==> src/rtl/router_pkg.sv <==
// Shared router constants: default buffer geometry and header field layout.
// The header word carries the destination in its low bits and the payload
// length (excluding the trailing parity byte) just above it.
package router_pkg;

  // Default buffer geometry for one destination port.
  localparam int DATA_W_DEF = 8;
  localparam int DEPTH_DEF  = 16;

  // Payload-length field inside the header word.
  localparam int HDR_LEN_LSB = 2;
  localparam int HDR_LEN_W   = 6;

  // Destination field inside the header word, shared with the router FSM.
  localparam int HDR_DEST_LSB = 0;
  localparam int HDR_DEST_W   = 2;
  localparam int NUM_DEST     = 3;

  // Destination encodings; DEST_INV is never routed.
  typedef enum logic [HDR_DEST_W-1:0] {
    DEST_0   = 2'd0,
    DEST_1   = 2'd1,
    DEST_2   = 2'd2,
    DEST_INV = 2'd3
  } dest_e;

  // Extract the destination field from the low byte of a header word.
  function automatic dest_e hdr_dest(input logic [7:0] hdr);
    return dest_e'(hdr[HDR_DEST_LSB +: HDR_DEST_W]);
  endfunction

endpackage

==> src/rtl/router_pkt_fifo_if.sv <==
// Write/read bus of one router output-channel buffer.
//
// Handshake: the producer may assert write_enb with data_in/lfd_state in any
// cycle; the word is taken on the rising edge only when the buffer is not
// full, otherwise it is dropped and must be re-offered. read_enb pops one word
// on the rising edge only when the buffer is not empty; the popped word is
// presented on data_out with out_valid=1 for exactly the following cycle,
// together with its sop_out/eop_out sideband. There is no back-pressure on
// the read side: the consumer owns the popped word as soon as out_valid is 1.
interface router_pkt_fifo_if
  import router_pkg::*;
#(
  parameter int DATA_W = DATA_W_DEF
) ();

  logic              write_enb;
  logic              lfd_state;
  logic [DATA_W-1:0] data_in;
  logic              read_enb;
  logic [DATA_W-1:0] data_out;
  logic              out_valid;
  logic              sop_out;
  logic              eop_out;

  // Producer/consumer side (router FSM and port reader).
  modport master (
    output write_enb,
    output lfd_state,
    output data_in,
    output read_enb,
    input  data_out,
    input  out_valid,
    input  sop_out,
    input  eop_out
  );

  // Buffer side.
  modport slave (
    input  write_enb,
    input  lfd_state,
    input  data_in,
    input  read_enb,
    output data_out,
    output out_valid,
    output sop_out,
    output eop_out
  );

endinterface

==> src/rtl/router_fifo_mem.sv <==
// DEPTH x WIDTH register file: one synchronous write port, one asynchronous
// read port. Contents are not reset; the pointers decide what is valid.
module router_fifo_mem #(
  parameter int WIDTH  = 9,
  parameter int DEPTH  = 16,
  parameter int ADDR_W = 4
) (
  input  logic              clock,
  input  logic              wr_en_i,
  input  logic [ADDR_W-1:0] wr_addr_i,
  input  logic [WIDTH-1:0]  wr_data_i,
  input  logic [ADDR_W-1:0] rd_addr_i,
  output logic [WIDTH-1:0]  rd_data_o
);

  logic [WIDTH-1:0] mem_q [DEPTH];

  // Store the incoming word at the write address.
  always_ff @(posedge clock) begin
    if (wr_en_i) begin
      mem_q[wr_addr_i] <= wr_data_i;
    end
  end

  assign rd_data_o = mem_q[rd_addr_i];

endmodule

==> src/rtl/router_pkt_fifo.sv <==
// Packet-aware output-channel buffer. Each stored word carries a start-of-
// packet tag; on the read side the header length is used to mark the parity
// byte with eop_out and to flag framing errors.
module router_pkt_fifo
  import router_pkg::*;
#(
  parameter int DATA_W    = DATA_W_DEF,
  parameter int DEPTH     = DEPTH_DEF,
  parameter int ADDR_W    = $clog2(DEPTH),
  parameter int LEN_LSB   = HDR_LEN_LSB,
  parameter int LEN_W     = HDR_LEN_W,
  parameter int AF_THRESH = DEPTH - 2
) (
  input  logic                clock,
  input  logic                resetn,
  input  logic                soft_reset,
  router_pkt_fifo_if.slave    bus,
  output logic                empty,
  output logic                full,
  output logic                almost_full,
  output logic [ADDR_W:0]     fill_level,
  output logic                pkt_err
);

  localparam logic [ADDR_W:0] AF_LVL  = (ADDR_W+1)'(AF_THRESH);
  localparam logic [ADDR_W:0] PTR_ONE = (ADDR_W+1)'(1);
  localparam logic [LEN_W:0]  REM_ONE = (LEN_W+1)'(1);

  // Pointers carry one extra MSB that toggles on every wrap.
  logic [ADDR_W:0]   wr_ptr_q, wr_ptr_d;
  logic [ADDR_W:0]   rd_ptr_q, rd_ptr_d;
  logic [ADDR_W:0]   fill_q,   fill_d;
  // Words still owed by the packet currently being read, parity included.
  logic [LEN_W:0]    pkt_rem_q, pkt_rem_d;

  logic [DATA_W-1:0] dout_q,  dout_d;
  logic              valid_q, valid_d;
  logic              sop_q,   sop_d;
  logic              eop_q,   eop_d;
  logic              err_q,   err_d;

  logic              wr_acc;
  logic              rd_acc;
  logic              mem_we;
  logic [DATA_W:0]   rd_word;
  logic              rd_tag;
  logic [LEN_W-1:0]  rd_len;

  // Status derived purely from registered pointers and occupancy.
  assign empty       = (wr_ptr_q == rd_ptr_q);
  assign full        = (wr_ptr_q[ADDR_W] != rd_ptr_q[ADDR_W]) &&
                       (wr_ptr_q[ADDR_W-1:0] == rd_ptr_q[ADDR_W-1:0]);
  assign almost_full = (fill_q >= AF_LVL);
  assign fill_level  = fill_q;
  assign pkt_err     = err_q;

  // A write while full and a read while empty are silently ignored.
  assign wr_acc = bus.write_enb && !full;
  assign rd_acc = bus.read_enb  && !empty;

  // Any reset cycle discards a coincident write so storage stays untouched.
  assign mem_we = wr_acc && resetn && !soft_reset;

  router_fifo_mem #(
    .WIDTH  (DATA_W + 1),
    .DEPTH  (DEPTH),
    .ADDR_W (ADDR_W)
  ) u_mem (
    .clock     (clock),
    .wr_en_i   (mem_we),
    .wr_addr_i (wr_ptr_q[ADDR_W-1:0]),
    .wr_data_i ({bus.lfd_state, bus.data_in}),
    .rd_addr_i (rd_ptr_q[ADDR_W-1:0]),
    .rd_data_o (rd_word)
  );

  assign rd_tag = rd_word[DATA_W];
  assign rd_len = rd_word[LEN_LSB +: LEN_W];

  // Next-state: pointer/occupancy update, popped-word sideband and framing.
  always_comb begin
    wr_ptr_d  = wr_ptr_q;
    rd_ptr_d  = rd_ptr_q;
    fill_d    = fill_q;
    pkt_rem_d = pkt_rem_q;
    dout_d    = dout_q;
    valid_d   = 1'b0;
    sop_d     = 1'b0;
    eop_d     = 1'b0;
    err_d     = 1'b0;

    if (wr_acc) begin
      wr_ptr_d = wr_ptr_q + PTR_ONE;
    end

    if (rd_acc) begin
      rd_ptr_d = rd_ptr_q + PTR_ONE;
      dout_d   = rd_word[DATA_W-1:0];
      valid_d  = 1'b1;
      sop_d    = rd_tag;
      if (rd_tag) begin
        // New header: a previous packet still owing words is a framing error,
        // but the new header always wins.
        err_d     = (pkt_rem_q != '0);
        pkt_rem_d = {1'b0, rd_len} + REM_ONE;
      end else if (pkt_rem_q == '0) begin
        // Body word with no open packet: flag it and stay idle.
        err_d = 1'b1;
      end else begin
        pkt_rem_d = pkt_rem_q - REM_ONE;
        eop_d     = (pkt_rem_q == REM_ONE);
      end
    end

    case ({wr_acc, rd_acc})
      2'b10:   fill_d = fill_q + PTR_ONE;
      2'b01:   fill_d = fill_q - PTR_ONE;
      default: fill_d = fill_q;
    endcase
  end

  // State register; hard and soft reset clear everything except storage,
  // with the hard reset taking precedence (both have the same effect).
  always_ff @(posedge clock) begin
    if (!resetn || soft_reset) begin
      wr_ptr_q  <= '0;
      rd_ptr_q  <= '0;
      fill_q    <= '0;
      pkt_rem_q <= '0;
      dout_q    <= '0;
      valid_q   <= 1'b0;
      sop_q     <= 1'b0;
      eop_q     <= 1'b0;
      err_q     <= 1'b0;
    end else begin
      wr_ptr_q  <= wr_ptr_d;
      rd_ptr_q  <= rd_ptr_d;
      fill_q    <= fill_d;
      pkt_rem_q <= pkt_rem_d;
      dout_q    <= dout_d;
      valid_q   <= valid_d;
      sop_q     <= sop_d;
      eop_q     <= eop_d;
      err_q     <= err_d;
    end
  end

  assign bus.data_out  = dout_q;
  assign bus.out_valid = valid_q;
  assign bus.sop_out   = sop_q;
  assign bus.eop_out   = eop_q;

endmodule
==> src/flat_wrapper.sv <==
// flat-port wrapper written by rule: the top's interface ports become plain ports
module router_pkt_fifo_flat import router_pkg::*;
#(
  parameter int DATA_W    = DATA_W_DEF,
  parameter int DEPTH     = DEPTH_DEF,
  parameter int ADDR_W    = $clog2(DEPTH),
  parameter int LEN_LSB   = HDR_LEN_LSB,
  parameter int LEN_W     = HDR_LEN_W,
  parameter int AF_THRESH = DEPTH - 2
)
  (clock, resetn, soft_reset, empty, full, almost_full, fill_level, pkt_err, bus_write_enb, bus_lfd_state, bus_data_in, bus_read_enb, bus_data_out, bus_out_valid, bus_sop_out, bus_eop_out);
  router_pkt_fifo_if #(.DATA_W(DATA_W)) bus_i ();
  input  logic clock;
  input  logic resetn;
  input  logic soft_reset;
  output logic empty;
  output logic full;
  output logic almost_full;
  output logic [ADDR_W:0] fill_level;
  output logic pkt_err;
  input wire logic [$bits(bus_i.write_enb)-1:0] bus_write_enb;
  input wire logic [$bits(bus_i.lfd_state)-1:0] bus_lfd_state;
  input wire logic [$bits(bus_i.data_in)-1:0] bus_data_in;
  input wire logic [$bits(bus_i.read_enb)-1:0] bus_read_enb;
  output wire logic [$bits(bus_i.data_out)-1:0] bus_data_out;
  output wire logic [$bits(bus_i.out_valid)-1:0] bus_out_valid;
  output wire logic [$bits(bus_i.sop_out)-1:0] bus_sop_out;
  output wire logic [$bits(bus_i.eop_out)-1:0] bus_eop_out;
  assign bus_i.write_enb = bus_write_enb;
  assign bus_i.lfd_state = bus_lfd_state;
  assign bus_i.data_in = bus_data_in;
  assign bus_i.read_enb = bus_read_enb;
  assign bus_data_out = bus_i.data_out;
  assign bus_out_valid = bus_i.out_valid;
  assign bus_sop_out = bus_i.sop_out;
  assign bus_eop_out = bus_i.eop_out;
  router_pkt_fifo #(.DATA_W(DATA_W), .DEPTH(DEPTH), .ADDR_W(ADDR_W), .LEN_LSB(LEN_LSB), .LEN_W(LEN_W), .AF_THRESH(AF_THRESH)) u_core (.clock(clock), .resetn(resetn), .soft_reset(soft_reset), .bus(bus_i), .empty(empty), .full(full), .almost_full(almost_full), .fill_level(fill_level), .pkt_err(pkt_err));
endmodule
==> config.mk <==
export PLATFORM = sky130hd
export DESIGN_NAME = router_pkt_fifo_flat
export DESIGN_NICKNAME = d
export VERILOG_FILES = /design/src/rtl/router_pkg.sv /design/src/rtl/router_pkt_fifo_if.sv /design/src/rtl/router_fifo_mem.sv /design/src/rtl/router_pkt_fifo.sv /design/src/flat_wrapper.sv
export SDC_FILE = /design/constraint.sdc
export NUM_CORES = 1
export LEC_CHECK = 0
export ABC_AREA = 1
export BUFFER_PORTS_ARGS = -buffer_cell sky130_fd_sc_hd__buf_2
export CAP_MARGIN = 20
export CORE_MARGIN = 2
export CORE_UTILIZATION = 57
export CTS_BUF_LIST = sky130_fd_sc_hd__clkbuf_8
export CTS_CLUSTER_DIAMETER = 120
export DETAILED_ROUTE_END_ITERATION = 16
export GPL_TIMING_DRIVEN = 0
export PLACE_DENSITY = 0.77
export SLEW_MARGIN = 20
export SYNTH_ARGS = -nofsm -noshare
export SYNTH_HDL_FRONTEND = slang
export SYNTH_SLANG_ARGS = --single-unit
==> constraint.sdc <==
create_clock -name clock -period 3.1 [get_ports clock]
set_input_delay 0.62 -clock clock [delete_from_list [all_inputs] [get_ports clock]]
set_output_delay 0.62 -clock clock [all_outputs]
set_load 0.1 [all_outputs]
### Word-level counts from Yosys, hierarchy flattened

Memories as Yosys holds them, arrays and structs flattened. A register that Yosys moved wholly into a read port is not among the register bits.
Index checks and enable logic that the tools add are counted.

* div/mod/pow operators: 0
* reduce and logical (&&, ||, !) cells: 16
* muxes and demuxes: 10
* bitwise gates (word level): 1
* add/sub/neg operators: 6
* equal/unequal tests: 7
* magnitude comparators: 1
* shift operators: 0
* multipliers: 0

Operator list (count)
* 5-bit by 1-bit adder with 5-bit output, second input constant: 3
* 7-bit 2-to-1 mux: 2
* 5-bit case mux with 2 select lines: 1
* 4-bit 2-to-1 mux: 2
* 6-bit by 1-bit adder with 7-bit output, second input constant: 1
* 7-bit by 1-bit equality test with 1-bit output, second input constant: 1
* 7-bit logical NOT: 1
* 7-bit nonzero test: 1
* 7-bit by 1-bit subtractor with 7-bit output, second input constant: 1
* 5-bit equality test: 1
* 5-bit by 4-bit >= comparator with 1-bit output, second input constant: 1
* 1-bit logical AND: 5
* 1-bit 2-to-1 mux: 5
* 5-bit by 1-bit subtractor with 5-bit output, second input constant: 1
* 4-bit equality test: 1
* 1-bit logical NOT: 4
* 4-bit OR reduction: 1
* 2-bit by 1-bit equality test with 1-bit output, second input constant: 1
* 2-bit equality test, second input constant: 1
* 2-bit by 1-bit inequality test with 1-bit output, second input constant: 1
* 2-bit AND reduction: 1
* 2-bit nonzero test: 1
* 2-bit OR reduction: 1
* 1-bit logical OR: 1
* other kinds (2): 2

* flip-flop bits (word level): 34
* input bits: 14
* memories kept: 1
* memory bits (read-only): 0
* bits in writable memories: 144
* bits in latches: 0

Memory list
* u_core.u_mem.mem_q: words 16, width 9, rd ports 1, clocked after Yosys merged registers in 1, wr ports 1, line router_fifo_mem.sv:16 `logic [WIDTH-1:0] mem_q [DEPTH];`

### Depth between registers and ports, before layout

Gate-level depths: netlist (run 1).

* depth in word-level cells: 8
* mapped depth: 16

### Modules after synthesis

From an unflattened synthesis (run 1), not the netlist that was laid out.

* cell total of the unflattened synthesis: 888
* area, all modules: 8269.2 um^2

By module, submodules not included
* router_fifo_mem: times used 1, cells each 606, area an instance 6322.3 um^2
* router_pkt_fifo: times used 1, cells each 282, area an instance 1946.9 um^2

### Least setup slack after synthesis (run 1)

Ideal clock, no wire load.

* kind: flip-flop to flip-flop
* from: register u_core.rd_ptr_q[0]
* to: register u_core.fill_q[4], in the netlist u_core.fill_level[4]
* arrival: 2.824 ns
* data required time: 2.935 ns
* period minus slack after synthesis: 2.988 ns
* path buffers: 1
* setup slack: 0.112 ns
* setup time: 0.165 ns
* cell stages (with the launch flop): 17
* cell sequence: dfxtp_1 -> xnor2_1 -> nand4_1 -> or2_2 -> nand2_2 -> inv_1 -> clkbuf_1 -> ha_1 -> fa_1 -> a21o_1 -> a21oi_1 -> inv_1 -> o21ai_0 -> a21oi_1 -> or2_2 -> nand2_1 -> a21oi_1

* elaborated cells on any way between the ends: 11
* classes of those cells: eq/ne: 4; mux: 1; reduce/logical: 6

RTL lines
* start, declared: line router_pkt_fifo.sv:31 `logic [ADDR_W:0] rd_ptr_q, rd_ptr_d;`
* start signal, assigned: line router_pkt_fifo.sv:137 `rd_ptr_q <= rd_ptr_d;`
* 5-bit equality test (*): line router_pkt_fifo.sv:50 `assign empty = (wr_ptr_q == rd_ptr_q);`
* 1-bit logical NOT (*): line router_pkt_fifo.sv:59 `assign rd_acc = bus.read_enb && !empty;`
* 1-bit logical AND (*): line router_pkt_fifo.sv:59
* via u_core.rd_acc: line router_pkt_fifo.sv:43 `logic rd_acc;`
* 2-bit by 1-bit equality test with 1-bit output / 2-bit equality test (equally long branches): line router_pkt_fifo.sv:115 `case ({wr_acc, rd_acc})`
* 5-bit case mux with 2 select lines / 2-bit nonzero test (equally long branches)
* end signal, assigned: line router_pkt_fifo.sv:138 `fill_q <= fill_d;`
* end, declared: line router_pkt_fifo.sv:32 `logic [ADDR_W:0] fill_q, fill_d;`

Mark *: on every way through the listed nets, which the timed path passes. The rest lies on a longest branch.
A chain may end at the register's enable or synchronous reset.

### Worst setup path after layout (run 1)

* from: register u_core.rd_ptr_q[0]
* to: register u_core.fill_q[4], in the netlist u_core.fill_level[4]

* longest elaborated chain between the ends: 6
* elaborated cells on any way between the ends: 11
* classes of those cells: eq/ne: 4; mux: 1; reduce/logical: 6

RTL lines
* 4-bit equality test: line router_pkt_fifo.sv:52 `(wr_ptr_q[ADDR_W-1:0] == rd_ptr_q[ADDR_W-1:0]);`
* 1-bit logical AND: line router_pkt_fifo.sv:51 `assign full = (wr_ptr_q[ADDR_W] != rd_ptr_q[ADDR_W]) &&`
* 1-bit logical NOT: line router_pkt_fifo.sv:58 `assign wr_acc = bus.write_enb && !full;`
* 1-bit logical AND: line router_pkt_fifo.sv:58
* 2-bit by 1-bit equality test with 1-bit output / 2-bit equality test (equally long branches): line router_pkt_fifo.sv:115
* 5-bit case mux with 2 select lines / 2-bit nonzero test (equally long branches)

Parallel ways exist; a longest one is shown, timed or not.

==> qor.csv, run 1 <==
stage,metric,value,unit
floorplanning,die_y,120.5,um
sta,worst_hold_slack,464.7,ps
synthesis,ys_warn_count,0,
floorplanning,fp.coreArea,13240,sq um
critical_path,critPathCaptureType,register,
sta,fin_worst_skew,12.42,ps
sta,slew_violations,0,
critical_path,rrSetupSlack,230,ps
critical_path,cp_num_buf_inv,2,
hold_path,worstHoldPathType,register to register,
clock_tree,cts_buffer_depth,2,
sta,period_share,0.9261,
sta,rsz0062_at_grt,false,
critical_path,crit_path_frequent_cell,a21oi_1,
critical_path,crit_slowest_cell,dfxtp_2,
global_routing,grt_start_max_net_pins,18,
routing,wire_per_inst,20.16,um
synthesis,synth_seq_area_share,0.6574,
critical_path,worstPathArrival,3230,ps
global_routing,antenna_found_initial,0,
floorplanning,start_util,0.5841,
pwr,power.density,556.2,nW/um^2
critical_path,slowest_delay,400,ps
placed_design,port-buffer-count,33,
floorplanning,ios,34,
synthesis,synth_edf_count,144,
critical_path,path_cells,"xnor2_1, nand4_1, or2_2, nand2_4, clkinvlp_4, ha_2, fa_1, a21o_1, a21oi_1, inv_1, o21ai_1, a21oi_1, or2_2, nand2_1, a21oi_1",
final_layout,final_cells,984,
clock_tree,root_buffer,clkbuf_8,
routing,via_per_inst,5.955,
placed_design,place_area,8142,sq um
synthesis,synth_area_per_cell,10.50,sq um
floorplanning,dieArea,14520,sq um
sta,slew_headroom,0.2719,
final_layout,drive_gt1_frac,0.1473,
final_layout,fill_cells,1026,
synthesis,synth_top_cells_by_count,"edfxtp_1 (144), nand2_1 (138), nor2_1 (90)",
sta,max_freq,348.3,MHz
routing,totalWireLength,19840,um
sta,period_minus_slack,2871,ps
routing,detail-route-antenna-nets,0,
final_layout,final_area,8672,sq um
synthesis,synth_seq_cells,182,
synthesis,synthArstFlopShare,0,
synthesis,ys_top_cells_by_area,"edfxtp_1 (56%), dfxtp_1 (9.8%), nand2_1 (6.7%)",
synthesis,synthesis.nets,765,
final_layout,final_util,0.6549,
global_routing,first_global_vias,5641,
final_layout,fin_nets,823,
global_routing,grt_pass1_wl,29880,um
placed_design,gp_congestion,0.8979,
critical_path,crit_path_start_kind,register,
synthesis,ys.flop_type,edfxtp_1,
synthesis,synth_cells,737,
synthesis,synth_area,7735,sq um
clock_tree,cts_num_sinks,182,
sta,hold_viol_final,0,
clock_tree,htreeDepth,4,
final_layout,antennaDiodeCount,0,
critical_path,critPathMaxFanout,6,
synthesis,synth_top_area_frac,0.5590,
pwr,ir_drop,0.0006035,V
critical_path,crit_type,register to register,
clock_tree,tritoncts,done,
clock_tree,clk_latency,470,ps
synthesis,yosysMostFrequentCell,edfxtp_1,
critical_path,path_delay_family,simple AND/OR/NAND/NOR gates,
sta,tightest_slew,1088,ps
floorplanning,row_count,42,
final_layout,area_growth,12.12,%
placed_design,dp_cells,947,
routing,num_vias,5860,
sta,setup_viol,0,
run,drv_cap,0,
routing,drc_errors,0,
critical_path,crit_required,3460,ps
floorplanning,dieWidth,120.5,um
synthesis,yosys.area.top_type,edfxtp_1,
run_status,outcome,finished clean,
global_routing,track_usage,0.2804,
global_routing,grt-ovfl-total,0,
synthesis,synth.distinct_cells,34,
routing,firstDrtPassIters,6,
routing,drtIter0Drc,675,
clock_tree,numCtsBuffers,17,
clock_tree,path_clk_slew,90,ps
placed_design,hpwl,12390,um
pwr,p_leak,0.003406,uW
[layout make-up]
cell class,instances,area (sq um),share of cell area
Clock inverter,15,216.5,0.02496
Tap cell,176,220.2,0.02539
Clock buffer,17,234.0,0.02698
Timing Repair Buffer,40,225.2,0.02597
Sequential cell,182,5096,0.5876
Buffer,31,165.2,0.01904
Inverter,71,270.3,0.03116
Multi-Input combinational cell,452,2245,0.2588
[timing repair]
item                       4_1_cts  5_1_grt
setup buffers                    1        2
gates cloned                     0        0
setup endpoints to repair        1        1
resized for setup                5        7
pin swaps                        0        1
hold buffers                     0        0
[power by group]
group / leakage [uW] / internal, uW / total [uW] / switching, uW
Combinational: 0.00158 / 94.4 / 372 / 277
Sequential: 0.00161 / 2640 / 2660 / 15.1
Clock: 0.000224 / 899 / 1790 / 892
Total: 0.00341 / 3640 / 4820 / 1180
[metal layers]
metal,vias up,part of all wire,GRT usage
li1,2636,-,-
met1,2797,0.38,0.3602
met2,372,0.49,0.4513
met3,55,0.093,0.06509
met4,0,0.038,0.1366
met5,-,0,0
[cell usage in the layout, fill, tap and decap left out, drive strengths merged]
cell      instances
nor3              5
a31o              1
dfxtp            38
o21bai            1
o221ai            7
nand2           139
inv              75
ha               13
nand3            64
fa                1
bufinv            4
a21oi            19
a21o              2
o22ai             4
clkinv            5
xnor2             7
o21ai            69
clkinvlp          2
edfxtp          144
clkbuf           28
o21a              1
and2              1
a31oi             9
o211ai            9
buf              60
xor2              2
or2               4
nand4             3
nor2             91
[state kept, by name, summed over array words and instances, names as in the netlist, named ones only]
name / flops
u_core.bus.eop_out: 1
u_core.pkt_err: 1
u_core.u_mem.mem_q: 144
u_core.wr_ptr_q: 5
u_core.rd_ptr_q: 5
u_core.pkt_rem_q: 7
u_core.bus.sop_out: 1
u_core.bus.data_out: 8
u_core.bus.out_valid: 1
u_core.fill_level: 5
[per-stage QoR]
step | TNS [ps] | setup slack, ps | power, uW
CTS | 0 | 60.73 | 4814
detailed placement | -4981 | -348.0 | 3068
global route | 0 | 19.56 | 4962
global placement | -5205 | -231.4 | 3056
finish | 0 | 229.0 | 4823
floorplan | 0 | 111.5 | 2958
[final timing paths]
check,end,cells after the start,start
worst max-delay path,u_core.fill_level[4],15,u_core.rd_ptr_q[0]
worst min-delay path,u_core.fill_level[4],1,u_core.fill_level[4]
worst max register to register,u_core.fill_level[4],15,u_core.rd_ptr_q[0]
worst min register to register,u_core.fill_level[4],1,u_core.fill_level[4]
[cells by family after synthesis]
family	after synthesis	share of synthesized area
adders and majority gates	14	0.02362
and+or+nand+nor	307	0.1634
AOI/OAI and AO/OA	122	0.08913
buffers and inverters	103	0.05629
DFF	182	0.6574
xor gates and xnor gates	9	0.01019
Power figures use the tool's default switching activity.
==> run 2, diff against run 1 <==
--- a/config.mk
+++ b/config.mk
@@ -8,6 +8,7 @@
 export ABC_AREA = 1
 export BUFFER_PORTS_ARGS = -buffer_cell sky130_fd_sc_hd__buf_2
 export CAP_MARGIN = 20
+export CORE_ASPECT_RATIO = 0.9
 export CORE_MARGIN = 2
 export CORE_UTILIZATION = 57
 export CTS_BUF_LIST = sky130_fd_sc_hd__clkbuf_8
==> run 2 against run 1 <==
Die area barely moved. Clock skew rose by 4.1 ps. Largest cell class unchanged. Clock power fell by 23%.
==> qor.csv, run 2 (synthesis gave the netlist of run 1 again) <==
stage,metric,value,unit
run_status,outcome,finished clean,
critical_path,crit_path_start_kind,register,
routing,drc_errors,0,
final_layout,regMostFlops,u_core.u_mem.mem_q,
sta,slew_headroom,0.2021,
floorplanning,dieWidth,126.8,um
final_layout,largest_register_ffs,144,
critical_path,crit_type,register to register,
pwr,p_leak,0.003343,uW
final_layout,fin_nets,819,
routing,totalWireLength,19320,um
routing,firstDrtPassIters,5,
final_layout,antennaDiodeCount,0,
sta,setup_tns,0,ps
critical_path,crit_path_frequent_cell,a21oi_1,
final_layout,area_growth,10.17,%
global_routing,track_usage,0.2778,
final_layout,final_area,8522,sq um
placed_design,hpwl,12380,um
floorplanning,die_y,114.5,um
routing,drtIter0Drc,788,
run,drv_cap,0,
sta,period_minus_slack,2924,ps
routing,num_vias,5726,
global_routing,first_global_vias,5450,
global_routing,grt-ovfl-total,0,
final_layout,mostFrequentLayoutCell,edfxtp_1,
routing,via_per_inst,5.897,
final_layout,fill_cells,1004,
placed_design,gp_congestion,0.8747,
clock_tree,hold_buffers,0,
critical_path,path_delay_family,simple AND/OR/NAND/NOR gates,
sta,rsz0062_at_grt,false,
clock_tree,root_buffer,clkbuf_8,
critical_path,critPathCaptureType,register,
placed_design,port-buffer-count,33,
critical_path,worstPathArrival,3280,ps
floorplanning,start_util,0.5810,
sta,period_share,0.9432,
sta,hold_viol_final,0,
routing,detail-route-antenna-nets,0,
pwr,ir_drop,0.0003427,V
hold_path,worstHoldPathType,register to register,
global_routing,antenna_found_initial,0,
sta,fin_worst_skew,16.56,ps
sta,slew_violations,0,
clock_tree,htreeDepth,4,
sta,tightest_slew,1192,ps
clock_tree,path_clk_slew,80,ps
routing,wire_per_inst,19.90,um
pwr,power,4396,uW
global_routing,grt_pass1_wl,29500,um
critical_path,path_cells,"xnor2_1, nand4_1, or2_2, nand2_4, clkinvlp_4, ha_4, fa_2, a21o_1, a21oi_1, inv_1, o21ai_0, a21oi_1, or2_2, nand2_1, a21oi_1",
critical_path,critPathMaxFanout,8,
floorplanning,ios,34,
floorplanning,dieArea,14520,sq um
critical_path,cp_num_buf_inv,2,
clock_tree,cts_num_sinks,182,
floorplanning,row_count,40,
critical_path,crit_slowest_cell,dfxtp_1,
clock_tree,tritoncts,done,
sta,max_freq,342.0,MHz
final_layout,final_cell_mix,"edfxtp_1 (144), nand2_1 (138), nor2_1 (80)",
sta,setup_viol,0,
pwr,power.density,515.8,nW/um^2
critical_path,crit_required,3460,ps
global_routing,grt_start_max_net_pins,17,
clock_tree,cts_buffer_depth,2,
clock_tree,clk_latency,470,ps
final_layout,drive_gt1_frac,0.1333,
placed_design,place_area,8150,sq um
critical_path,slowest_delay,400,ps
floorplanning,fp.coreArea,13310,sq um
clock_tree,numCtsBuffers,17,
==> run 2: metal layers <==
metal,global-route usage,up-vias,share of wire
li1,-,2623,-
met1,0.3702,2691,0.38
met2,0.4440,364,0.48
met3,0.06215,48,0.11
met4,0.1245,0,0.029
met5,0,-,0
==> run 2: layout make-up <==
cell class	instances	area (sq um)	share of cell area
sequential	182	5092	0.5976
buffer	31	165.2	0.01938
clock inverter	14	82.58	0.009690
clock buffer	17	234.0	0.02746
inverter	71	270.3	0.03171
multi-input combinational	452	2272	0.2666
tap	168	210.2	0.02467
timing repair buffer	36	195.2	0.02290
==> run 2: worst reg2reg max path: cells and delay by family, from the launching register on <==
family / cells / cell delay (ps)
AND/OR/NAND/NOR: 5 / 920
adder cells (fa/ha/maj): 2 / 590
AO/OA/AOI/OAI: 5 / 560
flip-flops: 1 / 400
buffers and inverters: 2 / 220
XOR/XNOR: 1 / 140
==> run 2: worst paths after layout <==
check / from / end / slack (ps) / depth (start not counted)
setup / recovery: u_core.wr_ptr_q[3] / u_core.fill_level[4] / 180 / 15
hold / removal: u_core.fill_level[4] / u_core.fill_level[4] / 480 / 1
setup reg to reg: u_core.wr_ptr_q[3] / u_core.fill_level[4] / 180 / 15
hold reg to reg: u_core.fill_level[4] / u_core.fill_level[4] / 480 / 1
==> run 2: power breakdown <==
| group | leakage (uW) | internal, uW | switching, uW |
|---|---|---|---|
| Clock | 0.000186 | 595 | 772 |
| Combinational | 0.00155 | 93.5 | 274 |
| Sequential | 0.00161 | 2650 | 15.5 |
==> run 2: through the flow <==
step | instances | util | setup slack [ps] | hold WS, ps
global route | 971 | 0.6401 | 15.59 | 502.2
finish | 971 | 0.6401 | 176.1 | 475.4
CTS | 971 | 0.6368 | 11.63 | 475.6
global placement | 938 | 0.6092 | -240.9 | 450.3
detailed placement | 940 | 0.6122 | -338.1 | 465.1
floorplan | 737 | - | 111.5 | 464.2
==> run 2: what timing repair did <==
action                     CTS  global route
setup buffers                1             0
setup endpoints to repair    1             1
resized for setup            3             9
cloned                       0             0
pin swaps                    0             0
==> run 3, diff against run 2 <==
--- a/config.mk
+++ b/config.mk
@@ -10,13 +10,14 @@
 export CAP_MARGIN = 20
 export CORE_ASPECT_RATIO = 0.9
 export CORE_MARGIN = 2
-export CORE_UTILIZATION = 57
+export CORE_UTILIZATION = 58
 export CTS_BUF_LIST = sky130_fd_sc_hd__clkbuf_8
 export CTS_CLUSTER_DIAMETER = 120
 export DETAILED_ROUTE_END_ITERATION = 16
 export GPL_TIMING_DRIVEN = 0
-export PLACE_DENSITY = 0.77
-export SLEW_MARGIN = 20
+export PLACE_DENSITY = 0.78
+export SLEW_MARGIN = 10
 export SYNTH_ARGS = -nofsm -noshare
 export SYNTH_HDL_FRONTEND = slang
+export SYNTH_HIERARCHICAL = 1
 export SYNTH_SLANG_ARGS = --single-unit
==> run 3 against run 2 <==
Worst hold slack lost 14 ps. Non-clock buffer count shrank 2. Count of clock-buffer cells in the layout is the same. Clock skew shrank 5.2 ps. Die area grew 4.9%. Largest cell class unchanged.
==> qor.csv, run 3 <==
stage,metric,value,unit
final_layout,seqCellArea,5006,sq um
clock_tree,numCtsBuffers,17,
clock_tree,tritoncts,done,
synthesis,synth_cells,888,
sta,period_share,0.9058,
synthesis,yosys.area.top_type,edfxtp_1,
global_routing,grt_start_max_net_pins,17,
critical_path,critPathCaptureType,register,
critical_path,critPathMaxFanout,10,
final_layout,drive_gt1_frac,0.1054,
critical_path,reg2regPathDepth,16,
final_layout,final_area,9017,sq um
critical_path,crit_slowest_cell,dfxtp_1,
critical_path,crit_path_start_kind,register,
sta,slew_headroom,0.2978,
floorplanning,ios,34,
synthesis,ys_warn_count,6,
global_routing,first_global_vias,5205,
final_layout,fin_nets,964,
synthesis,ys_top_cells_by_area,"edfxtp_1 (52%), nand2_1 (11%), dfxtp_1 (8.2%)",
clock_tree,htreeDepth,4,
final_layout,antennaDiodeCount,0,
sta,hold_viol_final,0,
floorplanning,start_util,0.5926,
final_layout,largest_register_ffs,144,
global_routing,grt-ovfl-total,0,
sta,fin_worst_skew,11.37,ps
global_routing,grt_pass1_wl,28300,um
placed_design,preCtsSetupSlack,18.56,ps
final_layout,final_cell_mix,"nand2_1 (248), inv_1 (151), edfxtp_1 (144)",
run_status,outcome,finished clean,
synthesis,ys.flop_type,edfxtp_1,
sta,worst_slack,292.0,ps
clock_tree,cts_buffer_depth,2,
floorplanning,dieWidth,129.9,um
clock_tree,path_clk_slew,90,ps
critical_path,rrSetupSlack,290,ps
clock_tree,root_buffer,clkbuf_8,
sta,rsz0062_at_grt,false,
critical_path,slowest_delay,460,ps
routing,num_vias,5983,
hold_path,worstHoldPathType,input pin to register,
routing,detail-route-antenna-nets,0,
synthesis,synth.distinct_cells,31,
synthesis,synth_edf_count,144,
placed_design,place_area,8671,sq um
hold_path,min_path_cells,3,
routing,totalWireLength,18370,um
final_layout,area_growth,9.048,%
sta,tightest_slew,1049,ps
synthesis,synthArstFlopShare,0,
synthesis,yosysMostFrequentCell,nand2_1,
routing,via_per_inst,5.239,
critical_path,path_cells,"buf_6, inv_8, buf_6, nand2_1, nand3_1, nand3_1, nand3_1, nand2_1, inv_1, ha_1, inv_1, nand3_2, buf_4, nand2_1, nand2_1, nor2_1",
global_routing,antenna_found_initial,0,
synthesis,synth_top_area_frac,0.5229,
floorplanning,row_count,41,
sta,slew_violations,0,
critical_path,r2r-start,u_core/rd_ptr_q[0],
clock_tree,clk_latency,460,ps
placed_design,hpwl,12330,um
synthesis,synth_top_cells_by_count,"nand2_1 (248), inv_1 (150), edfxtp_1 (144)",
synthesis,synth_seq_area_share,0.6052,
pwr,p_leak,0.003954,uW
placed_design,port-buffer-count,32,
final_layout,regMostFlops,u_core/u_mem/mem_q,
synthesis,synth_area,8269,sq um
global_routing,track_usage,0.2575,
pwr,power.density,490.5,nW/um^2
clock_tree,post-cts-setup-buffers,0,
sta,max_freq,356.1,MHz
pwr,ir_drop,0.0004585,V
placed_design,gp_congestion,0.9260,
synthesis,synth_seq_cells,178,
critical_path,worstPathArrival,3210,ps
floorplanning,fp.coreArea,13950,sq um
sta,setup_tns,0,ps
run,drv_cap,0,
routing,wire_per_inst,16.08,um
critical_path,crit_type,register to register,
critical_path,crit_path_frequent_cell,nand2_1,
sta,setup_viol,0,
final_layout,multi_input_area,2416,sq um
critical_path,cp-endpoint,u_core/pkt_rem_q[4],
final_layout,mostFrequentLayoutCell,nand2_1,
critical_path,crit_required,3500,ps
routing,drc_errors,0,
synthesis,synth_area_per_cell,9.312,sq um
sta,period_minus_slack,2808,ps
critical_path,crit_start,u_core/rd_ptr_q[0],
routing,drtIter0Drc,740,
synthesis,synthesis.nets,914,
floorplanning,die_y,117.3,um
critical_path,timing.rr.end,u_core/pkt_rem_q[4],
clock_tree,cts_num_sinks,178,
floorplanning,dieArea,15230,sq um
routing,firstDrtPassIters,5,
final_layout,fill_cells,1123,
run 3: cell count changes in the layout (fill, tap and decap cells not counted), moves of 7 or more:
cell / change
buf_4: +9
nor2_1: -11
clkbuf_1: -8
a21oi_1: -9
nand2_1: +110
o21ai_0: -35
o211ai_1: -9
o21ai_1: -11
buf_2: -9
nor2_2: -10
a31oi_1: -9
nand3_1: +63
o221ai_1: -7
inv_1: +79
run 3: stage by stage:
stage / total power [uW] / utilization / hold WS (ps) / std cells
finish: 4423 / 0.6463 / 461.4 / 1142
global route: 4574 / 0.6463 / 450.5 / 1142
CTS: 4443 / 0.6464 / 440.2 / 1143
detailed placement: 3040 / 0.6214 / 473.2 / 1113
global placement: 3033 / 0.6214 / 466.6 / 1113
floorplan: 2924 / - / 474.4 / 888
run 3: worst min path at each step:
stage / startpoint / endpoint / slack [ps]
6_report: bus_write_enb / u_core/wr_ptr_q[4] / 460
5_1_grt: bus_write_enb / u_core/wr_ptr_q[3] / 450
4_1_cts: bus_write_enb / u_core/wr_ptr_q[4] / 440
3_5_place_dp: u_core/bus.data_out[0] / u_core/bus.data_out[0] / 470
3_3_place_gp: u_core/bus.data_out[2] / u_core/bus.data_out[2] / 470
2_1_floorplan: u_core/rd_ptr_q[3] / u_core/rd_ptr_q[3] / 470
run 3: what timing repair did:
action | 4_1_cts | 5_1_grt
endpoints found under the setup margin | 0 | 7
resized for setup | 0 | 1
endpoints found under the hold margin | 0 | 0
hold buffers | 0 | 0
run 3: layout make-up:
class | count | area share
sequential | 178 | 0.5552
multi-input combinational | 521 | 0.2679
inverter | 155 | 0.06563
buffer | 33 | 0.02803
tap | 193 | 0.02678
clock buffer | 17 | 0.02595
timing repair buffer | 32 | 0.01776
clock inverter | 13 | 0.01277
run 3: kinds of logic after synthesis:
logic type      after synthesis  synth area share
simple gates                459            0.2353
buf+inv                     189            0.1026
flops                       178            0.6052
compound gates               36           0.02300
xor+xnor                     14           0.01483
fa+ha+maj                    12           0.01906
run 3: power by group:
group,internal (uW),switching (uW)
registers,2590,12.9
clock network,624,810
logic,99.5,284
run 3: critical path: cells and delay by family, from the launching register on:
kind | cells | cell delay (ps)
AND/OR/NAND/NOR | 9 | 1020
flip-flops | 1 | 460
buffers and inverters | 6 | 990
adder cells (fa/ha/maj) | 1 | 260
run 3: routing by layer:
metal	part of all wire	wire length, um	global-route usage
met1	0.43	7946	0.3625
met2	0.46	8519	0.4003
met3	0.081	1496	0.06182
met4	0.022	404	0.08315
met5	0	0	0
